### src/rtl/updown_dir_ctrl.sv
// updown_dir_ctrl: debounced direction toggle with optional ping-pong reversal at count limits
module updown_dir_ctrl #(
  parameter int DEBOUNCE_CYCLES = 16,
  parameter int CNT_W = 5
) (
  input  logic       clk,
  input  logic       reset,
  input  logic       btn_raw,
  input  logic       auto_rev,
  input  logic [3:0] count_in,
  output logic       up_down,
  output logic       dir_pulse,
  output logic       btn_level
);
  localparam logic [1:0] IDLE = 2'd0, ARM_PRESS = 2'd1, HELD = 2'd2, ARM_REL = 2'd3;
  localparam logic [CNT_W-1:0] LAST = CNT_W'(DEBOUNCE_CYCLES - 1);
  logic s1, btn_s, done, press, ud_n;
  logic [1:0] state, state_n;
  logic [CNT_W-1:0] dcnt;
  assign done = dcnt == LAST;
  assign press = state == ARM_PRESS && btn_s && done;
  always_comb begin
    state_n = state;
    case (state)
      IDLE:      state_n = btn_s ? ARM_PRESS : IDLE;
      ARM_PRESS: state_n = !btn_s ? IDLE : done ? HELD : ARM_PRESS;
      HELD:      state_n = btn_s ? HELD : ARM_REL;
      default:   state_n = btn_s ? HELD : done ? IDLE : ARM_REL;
    endcase
  end
  // a confirmed press overrides the limit check in the same cycle
  assign ud_n = press ? ~up_down :
                (auto_rev && up_down && count_in == 4'hF) ? 1'b0 :
                (auto_rev && !up_down && count_in == 4'h0) ? 1'b1 : up_down;
  always_ff @(posedge clk) begin
    if (reset) begin
      s1 <= 1'b0;
      btn_s <= 1'b0;
      state <= IDLE;
      dcnt <= '0;
      up_down <= 1'b1;
      dir_pulse <= 1'b0;
      btn_level <= 1'b0;
    end else begin
      s1 <= btn_raw;
      btn_s <= s1;
      state <= state_n;
      dcnt <= state_n != state ? '0 : (state == ARM_PRESS || state == ARM_REL) ? dcnt + 1'b1 : dcnt;
      up_down <= ud_n;
      dir_pulse <= ud_n != up_down;
      btn_level <= state_n == HELD || state_n == ARM_REL;
    end
  end
endmodule
### config.mk
export PLATFORM = sky130hd
export DESIGN_NAME = updown_dir_ctrl
export DESIGN_NICKNAME = d
export VERILOG_FILES = /design/src/rtl/updown_dir_ctrl.sv
export SDC_FILE = /design/constraint.sdc
export NUM_CORES = 1
export LEC_CHECK = 0
export ABC_AREA = 0
export ABC_CLOCK_PERIOD_IN_PS = 2900
export BUFFER_PORTS_ARGS = -buffer_cell sky130_fd_sc_hd__buf_4
export CAP_MARGIN = 20
export CORE_AREA = 5 5 42 44
export CTS_BUF_LIST = sky130_fd_sc_hd__clkbuf_4 sky130_fd_sc_hd__clkbuf_8 sky130_fd_sc_hd__clkbuf_16
export CTS_CLUSTER_DIAMETER = 50
export DETAILED_ROUTE_END_ITERATION = 8
export DIE_AREA = 0 0 47 49
export SYNTH_ARGS = -nofsm -noshare
export SYNTH_HDL_FRONTEND = slang
export SYNTH_SLANG_ARGS = --single-unit
### constraint.sdc
create_clock -name clk -period 2.9 [get_ports clk]
set_input_delay 0.145 -clock clk [delete_from_list [all_inputs] [get_ports clk]]
set_output_delay 0.145 -clock clk [all_outputs]
set_load 0.02 [all_outputs]
Yosys cells after proc, flatten, opt, wreduce, memory -nomap -nowiden
Cells that the tools add are included.

word-level totals
  output and inout bits = 3
  bits in latches = 0
  bits in read-only memories = 0
  input port bits = 8
  RAM bits = 0
  word-level logic and storage cells = 40
  flip-flop bits (word level) = 12
  memories kept = 0

cells by class
  $add $sub $neg = 1
  magnitude comparators = 0
  reductions and logical operators = 12
  divide/modulo/power cells = 0
  bitwise logic cells = 1
  muxes and demuxes = 10
  equality and inequality tests = 9
  shift-type cells = 0
  multiply operators = 0

operators with widths
  operator             number
  $eq 2x2->1 const B   4
  $mux 2               4
  $logic_and 1x1->1    6
  $pmux 2 s3           1
  $add 5x1->5 const B  1
  $eq 5x4->1 const B   1
  $mux 1               5
  $eq 4x4->1 const B   1
  $logic_not 4->1      1
  $eq 2x1->1 const B   1
  $logic_not 2->1      1
  $logic_or 1x1->1     2
  $ne 2x2->1           1
  $reduce_or 2->1      1
  $logic_not 1->1      1
  $ne 1x1->1           1
  $not 1->1            1

Depth between registers and ports, before layout
  depth in word-level cells = 7
  gate-level depth with buffers = 6
  depth with buffers taken out = 6

Least setup slack after synthesis
Ideal clock, no wire load.

  path type = register -> register
  start = register dcnt[0]
  end = register up_down
  setup slack = 1.229 ns
  buffers on the path = 0
  arrival = 1.555 ns
  stages on the path, launching flop included = 7
  clock period less this slack = 1.671 ns
  required time = 2.784 ns
  library setup time = 0.116 ns
  cell sequence = dfxtp_1 ha_1 and3_1 ha_1 and4b_1 a211o_1 a31o_2

on the way
  longest elaborated chain between the ends = 3

RTL lines
  item                    line  source
  from (decl)             19    logic [CNT_W-1:0] dcnt;
  from (signal assigned)  48    dcnt <= state_n != state ? '0 : (state == ARM_PRESS || state == ARM_REL) ? dcnt + 1'b1 : dcnt;
  $eq 5x4->1              20    assign done = dcnt == LAST;
  $logic_and 1x1->1       21    assign press = state == ARM_PRESS && btn_s && done;
  $mux 1                  32    assign ud_n = press ? ~up_down :
  to (signal assigned)    49    up_down <= ud_n;
  to (decl)               11    output logic up_down,

Every way passes these cells.
A chain may end at the register's enable or synchronous reset.

Final worst setup path
Ends and elaborated chain as after synthesis.

==> run metrics <==
io pins 11; Starting Density 0.352; Crit. End Element flip-flop; NetSw 62.1 uW; Mapped Nets 61; Synth area leaders dfxtp_1, ha_1, nor2_1, mux2i_1, xnor2_1; global route total overflow 0; DIE HEIGHT 49 um; Hold Fails Final Rpt 0; clock buffer depth 2; Starting DRT DRC Count 0; Final Max Tran Viols 0; routed wire length 887 um; Power Dens Cells 473 mW/mm^2; FF+latch count, synth 11; register share of total power 0.542; grt peak-use layer met2; WL/cell 11.2 um; Filler Cells Inserted 141; Core ar. 0.00140 sq mm; Post-Synthesis Cells 50; Worst Path Max Fanout 4; max-cap violations 0; first-pass GRT wire length 1490 um; DIE WIDTH 47 um; postcts setup bufs 0; Vias 394; initial antenna violation count 0; via/cell ratio 4.99; Reg2Reg Launch Point dcnt[0]; # nets final 75; grt met1 use 0.106; setup violators final 0; placed cell count 75; Comb pwr share 0.069; reg2reg path depth 6; total track usage 0.0924; Post-synth EDFFs 0; Post-synth top cells dfxtp_1, nor2_1, nand2_1, ha_1; Yosys warning count 0; sequential area share after synthesis 0.447; Worst R2R End up_down; most frequent cell after synthesis dfxtp_1; unrepaired setup endpoints after global routing no; CTS tree done; post-place instance area 583 sq um; largest net degree at the start of global routing 14; Post-Syn Area 493 sq um; Tmin final 1.75 ns; Critical Path Start Type flip-flop; M2 GR Usage 0.127; antenna-violating nets left 0; reg-to-reg slack, setup 1.15 ns; slew margin rel. 0.711; hold path depth 2; Yosys cell types 25; critical path class flip-flop to flip-flop; Crit path arrival time 1.92 ns; Least-Margin Pin Slew 0.421 ns; I/O Buffers 10; post-route insts no fill 79; HP Start btn_raw; fmax 0.570 GHz; outcome complete, no violations; average size of a mapped cell 9.86 sq um; P_int 228 uW; Finished Cell Area 613 sq um; CTS H-tree depth 1; CTS Buf Count 3; post-cts resize count 0; met3 usage 0.0443; hold endpoint s1; hold slack 0.0820 ns; Die ar. 0.00230 sq mm; maximum vdd ir drop 0.000209 V; CTS Hold Bufs 0; post-synth top area cell dfxtp_1; clock skew 0.00357 ns; Final Cycle Share 0.605; setup TNS 0 ns; vias in the first global route 352; CTS sink count 11; Worst Path Required 3.07 ns; CTS clock-pin slew for the worst setup and hold paths 0.07 ns; Net Sw Frac 0.214; share of cells above drive strength 1 0.254; HP Class input port to flip-flop; synthesis-to-finish area growth 24.4%; Placer Congestion 0.672; post-synth top area share 0.447; Final HPWL DP 711 um; Post-synth ARST share 0; drt first pass iters 1; num rows 14; Primary FF master, synth dfxtp_1; Remaining DRCs 0; register area 220 sq um; # diodes 0; Clock Power Share 0.390; clk root buf clkbuf_4; area used by multi-input combinational logic 264 sq um; worst skew pair latency 0.27 ns; Leak Pwr 0.251 nW
-- worst max path at each step --
stage / start / endpoint / slack (ns) / cells past startpoint
2_1_floorplan: dcnt[0] / up_down / 1.23 / 6
6_report: dcnt[0] / up_down / 1.15 / 6
3_3_place_gp: dcnt[0] / dcnt[4] / 1.18 / 6
3_5_place_dp: dcnt[0] / dcnt[4] / 1.13 / 6
4_1_cts: dcnt[0] / dcnt[4] / 1.12 / 6
5_1_grt: dcnt[0] / dcnt[4] / 0.97 / 6
-- cell usage in the layout (no fill, tap or decap), drive strengths merged, types with 2 or more instances in the layout --
master  synthesis  final
dfxtp          11     11
buf             1     10
nor2            6      6
nand2           4      4
clkbuf          0      4
ha              3      3
and3            2      2
nand4           2      2
xnor2           2      2
mux2i           2      2
xor2            2      2
a211oi          2      2
-- cells by family after synthesis --
| kind of cell | count (synthesis) | share of synthesized area |
|---|---|---|
| and+or+nand+nor | 22 | 0.249 |
| DFF | 11 | 0.447 |
| AOI/OAI and AO/OA | 6 | 0.0990 |
| xor gates and xnor gates | 4 | 0.0711 |
| adders and majority gates | 3 | 0.0762 |
| buffers and inverters | 2 | 0.0177 |
| muxes | 2 | 0.0406 |
-- cell type report --
type                    count  share of cell area
clock buffers               4              0.0490
inverters                   1             0.00612
multi-input cells          37               0.431
flip-flops and latches     11               0.359
well taps                  16              0.0327
repair buffers             10               0.122
-- flip-flops by register name (all words and copies together) (netlist names) --
register / count
dcnt: 5
btn_level: 1
btn_s: 1
dir_pulse: 1
s1: 1
state: 1
up_down: 1
-- worst max-delay path, stage by stage, from the launching register on --
cell,delay (ns)
dfxtp_1,0.33
ha_1,0.22
and3_1,0.20
ha_1,0.22
and4b_1,0.23
a211o_1,0.27
a31o_2,0.19
-- routing by layer --
metal | share of wire | vias to the layer above | wire, um
met5 | 0 | - | 0
met4 | 0.033 | 0 | 29
met3 | 0.11 | 5 | 94
met2 | 0.44 | 12 | 390
met1 | 0.42 | 171 | 372
li1 | - | 206 | -
-- power groups by stage --
stage | logic, mW | registers (mW) | clock network [mW]
3_3_place_gp | 0.0200 | 0.161 | 0
2_1_floorplan | 0.00945 | 0.160 | 0
6_report | 0.0199 | 0.157 | 0.113
5_1_grt | 0.0224 | 0.158 | 0.126
4_1_cts | 0.0202 | 0.157 | 0.118
3_5_place_dp | 0.0202 | 0.161 | 0
-- stage by stage --
| stage | utilization | power [mW] | worst slack [ns] |
|---|---|---|---|
| floorplan | - | 0.169 | 1.23 |
| global placement | 0.416 | 0.181 | 1.18 |
| detailed placement | 0.416 | 0.181 | 1.13 |
| CTS | 0.438 | 0.296 | 1.12 |
| global route | 0.438 | 0.306 | 0.966 |
| finish | 0.438 | 0.290 | 1.15 |
(Power assumes the default switching activity.)
